## src/rtl/regfile_param_if.sv

```systemverilog
// Register-file access bundle: two write ports, two read ports, and status flags.
// The pipeline side is the master and the register file is the slave.
interface regfile_param_if #(
   parameter int DATA_W = 32,
   parameter int ADDR_W = 5
);
   logic              we0;
   logic [ADDR_W-1:0] waddr0;
   logic [DATA_W-1:0] wdata0;
   logic              we1;
   logic [ADDR_W-1:0] waddr1;
   logic [DATA_W-1:0] wdata1;
   logic [ADDR_W-1:0] raddr0;
   logic [DATA_W-1:0] rdata0;
   logic [ADDR_W-1:0] raddr1;
   logic [DATA_W-1:0] rdata1;
   logic              ready;
   logic              busy_clear;

   modport master (
      output we0, waddr0, wdata0, we1, waddr1, wdata1, raddr0, raddr1,
      input  rdata0, rdata1, ready, busy_clear
   );

   modport slave (
      input  we0, waddr0, wdata0, we1, waddr1, wdata1, raddr0, raddr1,
      output rdata0, rdata1, ready, busy_clear
   );
endinterface

```

## src/rtl/regfile_param.sv

```systemverilog
// Parametrised 2R/2W register file with register 0 hardwired to zero and an
// optional write-to-read bypass. A clear sequencer walks the array after reset.
module regfile_param #(
   parameter int DATA_W         = 32,
   parameter int ADDR_W         = 5,
   parameter bit BYPASS         = 1'b1,
   parameter bit CLEAR_ON_RESET = 1'b1
) (
   input logic             clk,
   input logic             rst_n,
   regfile_param_if.slave  bus
);
   localparam int NUM_REGS = 2**ADDR_W;

   typedef enum logic [1:0] {
      IDLE_RST = 2'd0,
      CLEAR    = 2'd1,
      READY    = 2'd2
   } state_t;

   state_t            state;
   state_t            state_nxt;
   logic [ADDR_W-1:0] clr_idx;
   logic              ready_int;
   logic              busy_int;
   logic [DATA_W-1:0] mem [NUM_REGS];
   logic [ADDR_W-1:0] raddr [2];
   logic [DATA_W-1:0] rdata [2];

   always_ff @(posedge clk) begin
      if (!rst_n) state <= CLEAR_ON_RESET ? CLEAR : IDLE_RST;
      else        state <= state_nxt;
   end

   // NOTE: every output of a combinational block gets a default first, so no
   // path through the case leaves a value held and no latch is inferred.
   always_comb begin
      state_nxt = state;
      ready_int = 1'b0;
      busy_int  = 1'b0;
      case (state)
         IDLE_RST: state_nxt = READY;
         CLEAR: begin
            busy_int = 1'b1;
            if (clr_idx == '1) state_nxt = READY;
         end
         READY:    ready_int = 1'b1;
         default:  state_nxt = IDLE_RST;
      endcase
   end

   // Index 0 is never stored, so the walk starts at 1 and ends at the top entry.
   always_ff @(posedge clk) begin
      if (!rst_n)              clr_idx <= ADDR_W'(1);
      else if (state == CLEAR) clr_idx <= clr_idx + ADDR_W'(1);
   end

   // NOTE: the array has no reset term; zeroing it is the clear sequencer's job,
   // which keeps the storage a plain RAM-style structure without per-bit resets.
   always_ff @(posedge clk) begin
      if (rst_n) begin
         if (state == CLEAR) begin
            mem[clr_idx] <= '0;
         end else if (state == READY) begin
            // NOTE: non-blocking writes resolve in source order, so placing port 1
            // last gives it priority when both ports target the same address.
            if (bus.we0 && bus.waddr0 != '0) mem[bus.waddr0] <= bus.wdata0;
            if (bus.we1 && bus.waddr1 != '0) mem[bus.waddr1] <= bus.wdata1;
         end
      end
   end

   assign raddr[0] = bus.raddr0;
   assign raddr[1] = bus.raddr1;

   // Reads are forced to zero for address 0 and until the array is initialised.
   always_comb begin
      for (int p = 0; p < 2; p++) begin
         rdata[p] = '0;
         if (ready_int && raddr[p] != '0) begin
            if (BYPASS && bus.we1 && bus.waddr1 == raddr[p])      rdata[p] = bus.wdata1;
            else if (BYPASS && bus.we0 && bus.waddr0 == raddr[p]) rdata[p] = bus.wdata0;
            else                                                  rdata[p] = mem[raddr[p]];
         end
      end
   end

   assign bus.rdata0     = rdata[0];
   assign bus.rdata1     = rdata[1];
   assign bus.ready      = ready_int;
   assign bus.busy_clear = busy_int;
endmodule
```

## src/flat_wrapper.sv

```systemverilog
// flat-port wrapper written by rule: the top's interface ports become plain ports
module regfile_param_flat 
#(
   parameter int DATA_W         = 32,
   parameter int ADDR_W         = 5,
   parameter bit BYPASS         = 1'b1,
   parameter bit CLEAR_ON_RESET = 1'b1
)
  (clk, rst_n, bus_we0, bus_waddr0, bus_wdata0, bus_we1, bus_waddr1, bus_wdata1, bus_raddr0, bus_raddr1, bus_rdata0, bus_rdata1, bus_ready, bus_busy_clear);
  regfile_param_if #(.DATA_W(DATA_W), .ADDR_W(ADDR_W)) bus_i ();
  input logic clk;
  input logic rst_n;
  input wire logic [$bits(bus_i.we0)-1:0] bus_we0;
  input wire logic [$bits(bus_i.waddr0)-1:0] bus_waddr0;
  input wire logic [$bits(bus_i.wdata0)-1:0] bus_wdata0;
  input wire logic [$bits(bus_i.we1)-1:0] bus_we1;
  input wire logic [$bits(bus_i.waddr1)-1:0] bus_waddr1;
  input wire logic [$bits(bus_i.wdata1)-1:0] bus_wdata1;
  input wire logic [$bits(bus_i.raddr0)-1:0] bus_raddr0;
  input wire logic [$bits(bus_i.raddr1)-1:0] bus_raddr1;
  output wire logic [$bits(bus_i.rdata0)-1:0] bus_rdata0;
  output wire logic [$bits(bus_i.rdata1)-1:0] bus_rdata1;
  output wire logic [$bits(bus_i.ready)-1:0] bus_ready;
  output wire logic [$bits(bus_i.busy_clear)-1:0] bus_busy_clear;
  assign bus_i.we0 = bus_we0;
  assign bus_i.waddr0 = bus_waddr0;
  assign bus_i.wdata0 = bus_wdata0;
  assign bus_i.we1 = bus_we1;
  assign bus_i.waddr1 = bus_waddr1;
  assign bus_i.wdata1 = bus_wdata1;
  assign bus_i.raddr0 = bus_raddr0;
  assign bus_i.raddr1 = bus_raddr1;
  assign bus_rdata0 = bus_i.rdata0;
  assign bus_rdata1 = bus_i.rdata1;
  assign bus_ready = bus_i.ready;
  assign bus_busy_clear = bus_i.busy_clear;
  regfile_param #(.DATA_W(DATA_W), .ADDR_W(ADDR_W), .BYPASS(BYPASS), .CLEAR_ON_RESET(CLEAR_ON_RESET)) u_core (.clk(clk), .rst_n(rst_n), .bus(bus_i));
endmodule
```

## config.mk

```make
export PLATFORM = sky130hd
export DESIGN_NAME = regfile_param_flat
export DESIGN_NICKNAME = d
export VERILOG_FILES = /design/src/rtl/regfile_param_if.sv /design/src/rtl/regfile_param.sv /design/src/flat_wrapper.sv
export SDC_FILE = /design/constraint.sdc
export NUM_CORES = 2
export LEC_CHECK = 0
export CAP_MARGIN = 20
export CORE_MARGIN = 5
export CORE_UTILIZATION = 45
export CTS_CLUSTER_DIAMETER = 80
export DETAILED_ROUTE_END_ITERATION = 12
export HOLD_SLACK_MARGIN = 0.03
export PLACE_DENSITY_LB_ADDON = 0.3
export SLEW_MARGIN = 20
export SYNTH_ARGS = -nofsm -noshare
export SYNTH_HDL_FRONTEND = slang
export SYNTH_SLANG_ARGS = --single-unit
```

## constraint.sdc

```tcl
create_clock -name clk -period 9.3 [get_ports clk]
set_input_delay 1.395 -clock clk [delete_from_list [all_inputs] [get_ports clk]]
set_output_delay 1.395 -clock clk [all_outputs]
set_load 0.05 [all_outputs]
```

## Word level (Yosys, flattened, before mapping)

Memories as Yosys holds them, arrays and structs flattened.
Cells that the tools add are included.

- Memory bits (writable): 1024
- Word-level logic and storage cells: 53
- Output and inout bits: 66
- Input port bits: 88
- Memories: 1
- Register bits after elaboration: 7

- Reductions and logical operators: 15
- Multiplexer cells: 25
- $add $sub $neg: 1
- Eq/ne operators: 8
- Bitwise gates (word level): 1

Memory list:

| name | words | width | rd ports | clocked after Yosys merged registers in | write ports | RTL line | RTL |
|---|---|---|---|---|---|---|---|
| u_core.mem | 32 | 32 | 2 | 0 | 2 | regfile_param.sv:26 | `logic [DATA_W-1:0] mem [NUM_REGS];` |

Operators with widths:

| cell | number |
|---|---|
| 32-bit two-way mux | 7 |
| 32-bit OR reduction | 1 |
| 5-bit == test | 4 |
| 5-bit nonzero test | 4 |
| 1-bit two-way mux | 15 |
| 1-bit logical AND | 8 |
| 2-bit one-hot mux with 3 select lines | 1 |
| 5-bit by 1-bit adder with 5-bit output, second input constant | 1 |
| 5-bit == test, second input constant | 1 |
| 5-bit two-way mux | 1 |
| 2-bit by 1-bit == test with 1-bit output, second input constant | 1 |
| 2-bit == test, second input constant | 1 |
| 2-bit logical NOT | 1 |
| 2-bit two-way mux | 1 |
| 2-bit by 1-bit inequality test with 1-bit output, second input constant | 1 |
| 2-bit AND reduction | 1 |
| 1-bit inverter | 1 |

## Longest topological paths before layout

- Depth after elaboration: 9
- Depth in mapped cells: 10
- Gate-level depth less buffers: 6

## Worst setup path after synthesis

OpenSTA, ideal clock, no wires.

- Path type: input port to output port
- From: input port bus_raddr1[1]
- To: output port bus_rdata1[27]
- Buffers on the path: 4
- Stages: 8
- Setup slack: 4.141 ns
- Arrival: 3.764 ns
- Data required time: 7.905 ns
- Cells stage by stage: buf_4 buf_2 and2_1 buf_2 clkbuf_1 a22o_1 a221oi_1 o31ai_1

- Longest elaborated chain between the ends: 5
- Elaborated cells on any way between the ends: 10
- Classes of those cells: eq/ne: 2; mux: 3; reduce/logical: 4; memory: 1

RTL lines:

| item | RTL line | RTL |
|---|---|---|
| start: declaration | flat_wrapper.sv:20 | `input wire logic [$bits(bus_i.raddr1)-1:0] bus_raddr1;` |
| branches (longest 4 deep; another with memory read 32 x 32 bit) | -- |  |
| 32-bit two-way mux * | regfile_param.sv:80 | `if (ready_int && raddr[p] != '0) begin` |
| end: declaration | flat_wrapper.sv:22 | `output wire logic [$bits(bus_i.rdata1)-1:0] bus_rdata1;` |

Mark *: on every way between the ends.

## Final worst setup path

- From: input port bus_raddr1[1]
- To: output port bus_rdata1[5]

Same word-level chain as after synthesis.

==> results_dict.tcl <==
set metrics [dict create \
    core_area_um2 130000 \
    vias 45000 \
    final_common_cell "nand2_1" \
    whs_path_depth 1 \
    drtAntennaViolNets 0 \
    slew_headroom 0.163 \
    final-instance-count-excl-fill 6499 \
    cts_max_path_buffers 3 \
    worst_pin_slew_ns 1.26 \
    die_y_um 372 \
    drv_cap 0 \
    fin_nets 4757 \
    routedWlPerCell_um 33.9 \
    setup_tns_ns 0 \
    io_pins 154 \
    hp-class "flip-flop to flip-flop" \
    clk-insertion-delay-late_ns 0.72 \
    finalHoldViolCount 0 \
    vdd_drop_max_mv 0.159 \
    yosys_register_bits 1031 \
    gp_congestion 0.873 \
    synth_top_area_cell "edfxtp_1" \
    via_per_inst 6.93 \
    cts_max_level 3 \
    clk_pin_slew_ns 0.06 \
    yosysSeqAreaShare 0.524 \
    worstPathMaxFanout 10 \
    core.rowCount 132 \
    dr.first_iter.drc_count 8336 \
    cts_hold_buf 0 \
    syn-instance-count 4896 \
    portBuffers 153 \
    cts_tree "built" \
    ys_top_cells_by_area "edfxtp_1 52%, mux4_2 21%, o21ai_0 8.5%" \
    ys_warn_count 0 \
    grt_pass1_wl_um 311000 \
    synthFlopType "edfxtp_1" \
    antenna_found_initial 8 \
    final_layout_size_suffix_gt1_frac 0.196 \
    maxSlewViolCount 0 \
    p_leak_nw 21.5 \
    cts_resized 0 \
    drc 0 \
    fin_total_pwr_mw 10.2 \
    grt_pass1_vias 42800 \
    synth_edf_count 1024 \
    skew_ns 0.0184 \
    placed_cells 6296 \
    rsz0062_at_grt "false" \
    fin_crit_ns 7.16 \
    setup_viol 0 \
    crit_required_ns 7.91 \
    synth_top_area_frac 0.522 \
    syn_nets 4986 \
    max_freq_mhz 140 \
    dr.pass1.iters 10 \
    status "complete, no violations" \
    final_cell_mix "1152 x nand2_1, 1024 x edfxtp_1, 996 x o21ai_0, 540 x mux4_2, 176 x a22oi_1" \
    grt_use_total 0.314 \
    p_per_area_nw_per_um2 156 \
    numClockSinks 1031 \
    dieArea_um2 138000 \
    post_cts_buffers 0 \
    netlist_area_um2 58900 \
    worstSetupPathType "input port to output pin" \
    cp-end-kind "output pin" \
    reg2regPathDepth 9 \
    r2r_start "u_core.state[1]" \
    crit_start "bus_raddr1[1]" \
    area_growth_pct 11.1 \
    start_util 0.454 \
    routed_wl_um 220000 \
    grt.overflow.total 0 \
    hpwl_um 122000 \
    ys_types 60 \
    fin_crit_sh 0.770 \
    hp-start "u_core.state[0]" \
    async_flop_share 0 \
    cts_buffers 107 \
    cts_root_buf "clkbuf_16" \
    syn-mean-instance-area_um2 12.0 \
    worstSetupStartpointType "input port" \
    grt_max_degree 126 \
    arrival_ns 5.76 \
    nFillCells 11000 \
    die_w_um 372 \
]
[synthesized netlist by cell type, types with 12 or more instances]
master and number:
o22ai_1 32, nor2b_1 16, inv_1 36, o21ai_0 996
a211o_1 31, nand2_1 1156, a22oi_1 176, edfxtp_1 1024
clkbuf_1 473, xor2_1 16, nor2_1 12, buf_1 26
nor2_2 29, a21oi_1 33, buf_2 111, mux4_2 540
a222oi_1 31, a22o_1 36
[routing by layer]
layer  global-route usage  part of all wire  vias to the layer above  wire length, um
li1                     -                 -                    18200                -
met1                0.413              0.34                    22200            75100
met2                0.480              0.45                     3769            99100
met3               0.0706              0.14                      820            30200
met4                0.183             0.072                        8            15800
met5                    0           0.00024                        -               53
[sequential cells by signal, indices dropped and copies added, names as in the netlist]
| signal | flops |
|---|---|
| u_core.clr_idx | 5 |
| u_core.mem | 1024 |
| u_core.state | 2 |
[worst paths after layout]
check | endpoint | slack [ns]
worst min-delay path | u_core.state[1] | 0.47
worst max-delay path | bus_rdata1[5] | 2.14
worst min register to register | u_core.state[1] | 0.47
worst max register to register | u_core.mem[12][3] | 4.74
[layout make-up]
cell class              instances  area (um2)  share of cell area
repair buffers                291        2750              0.0421
flip-flops and latches       1031       30900               0.472
clock inverters                61         602             0.00920
diodes                          3        7.51            0.000115
clock buffers                 135        2870              0.0438
well taps                    1742        2180              0.0333
inverters                      36         135             0.00206
multi-input cells            3200       26000               0.397
[kinds of logic (layout without fill, tap and decap cells)]
kind of cell	count (synthesis)	count (layout)	synth area share
simple gates	1260	1260	0.0847
compound gates	1363	1363	0.132
xor+xnor	23	23	0.00342
buf+inv	665	523	0.0464
flops	1031	1031	0.524
other cells	0	3	0
fa+ha+maj	2	2	0.000425
mux	552	552	0.208
[worst max-delay path: stages]
cell	delay, ns
clkdlybuf4s50_1	0.88
buf_4	0.33
xor2_1	0.17
nor4_1	0.06
and3_1	0.26
or3_1	0.70
o31ai_1	0.97
clkdlybuf4s50_1	0.98
[power by group]
group | leakage [nW] | internal [mW] | switching, mW | total, mW
registers | 10.3 | 5.08 | 0.0206 | 5.10
logic | 9.51 | 0.273 | 0.476 | 0.749
clock network | 1.70 | 2.48 | 1.88 | 4.36
[through the flow]
step                      hold WS (ns)  instance area [um2]  setup WS (ns)   util
final                            0.474                65500           2.14  0.504
after global placement           0.441                61800           1.94  0.476
after CTS                        0.480                65400           2.26  0.504
after detailed placement         0.472                61900           2.26  0.477
after floorplan                  0.432                58900           4.14      -
after global routing             0.525                65400           2.10  0.504
Power figures use the tool's default switching activity.
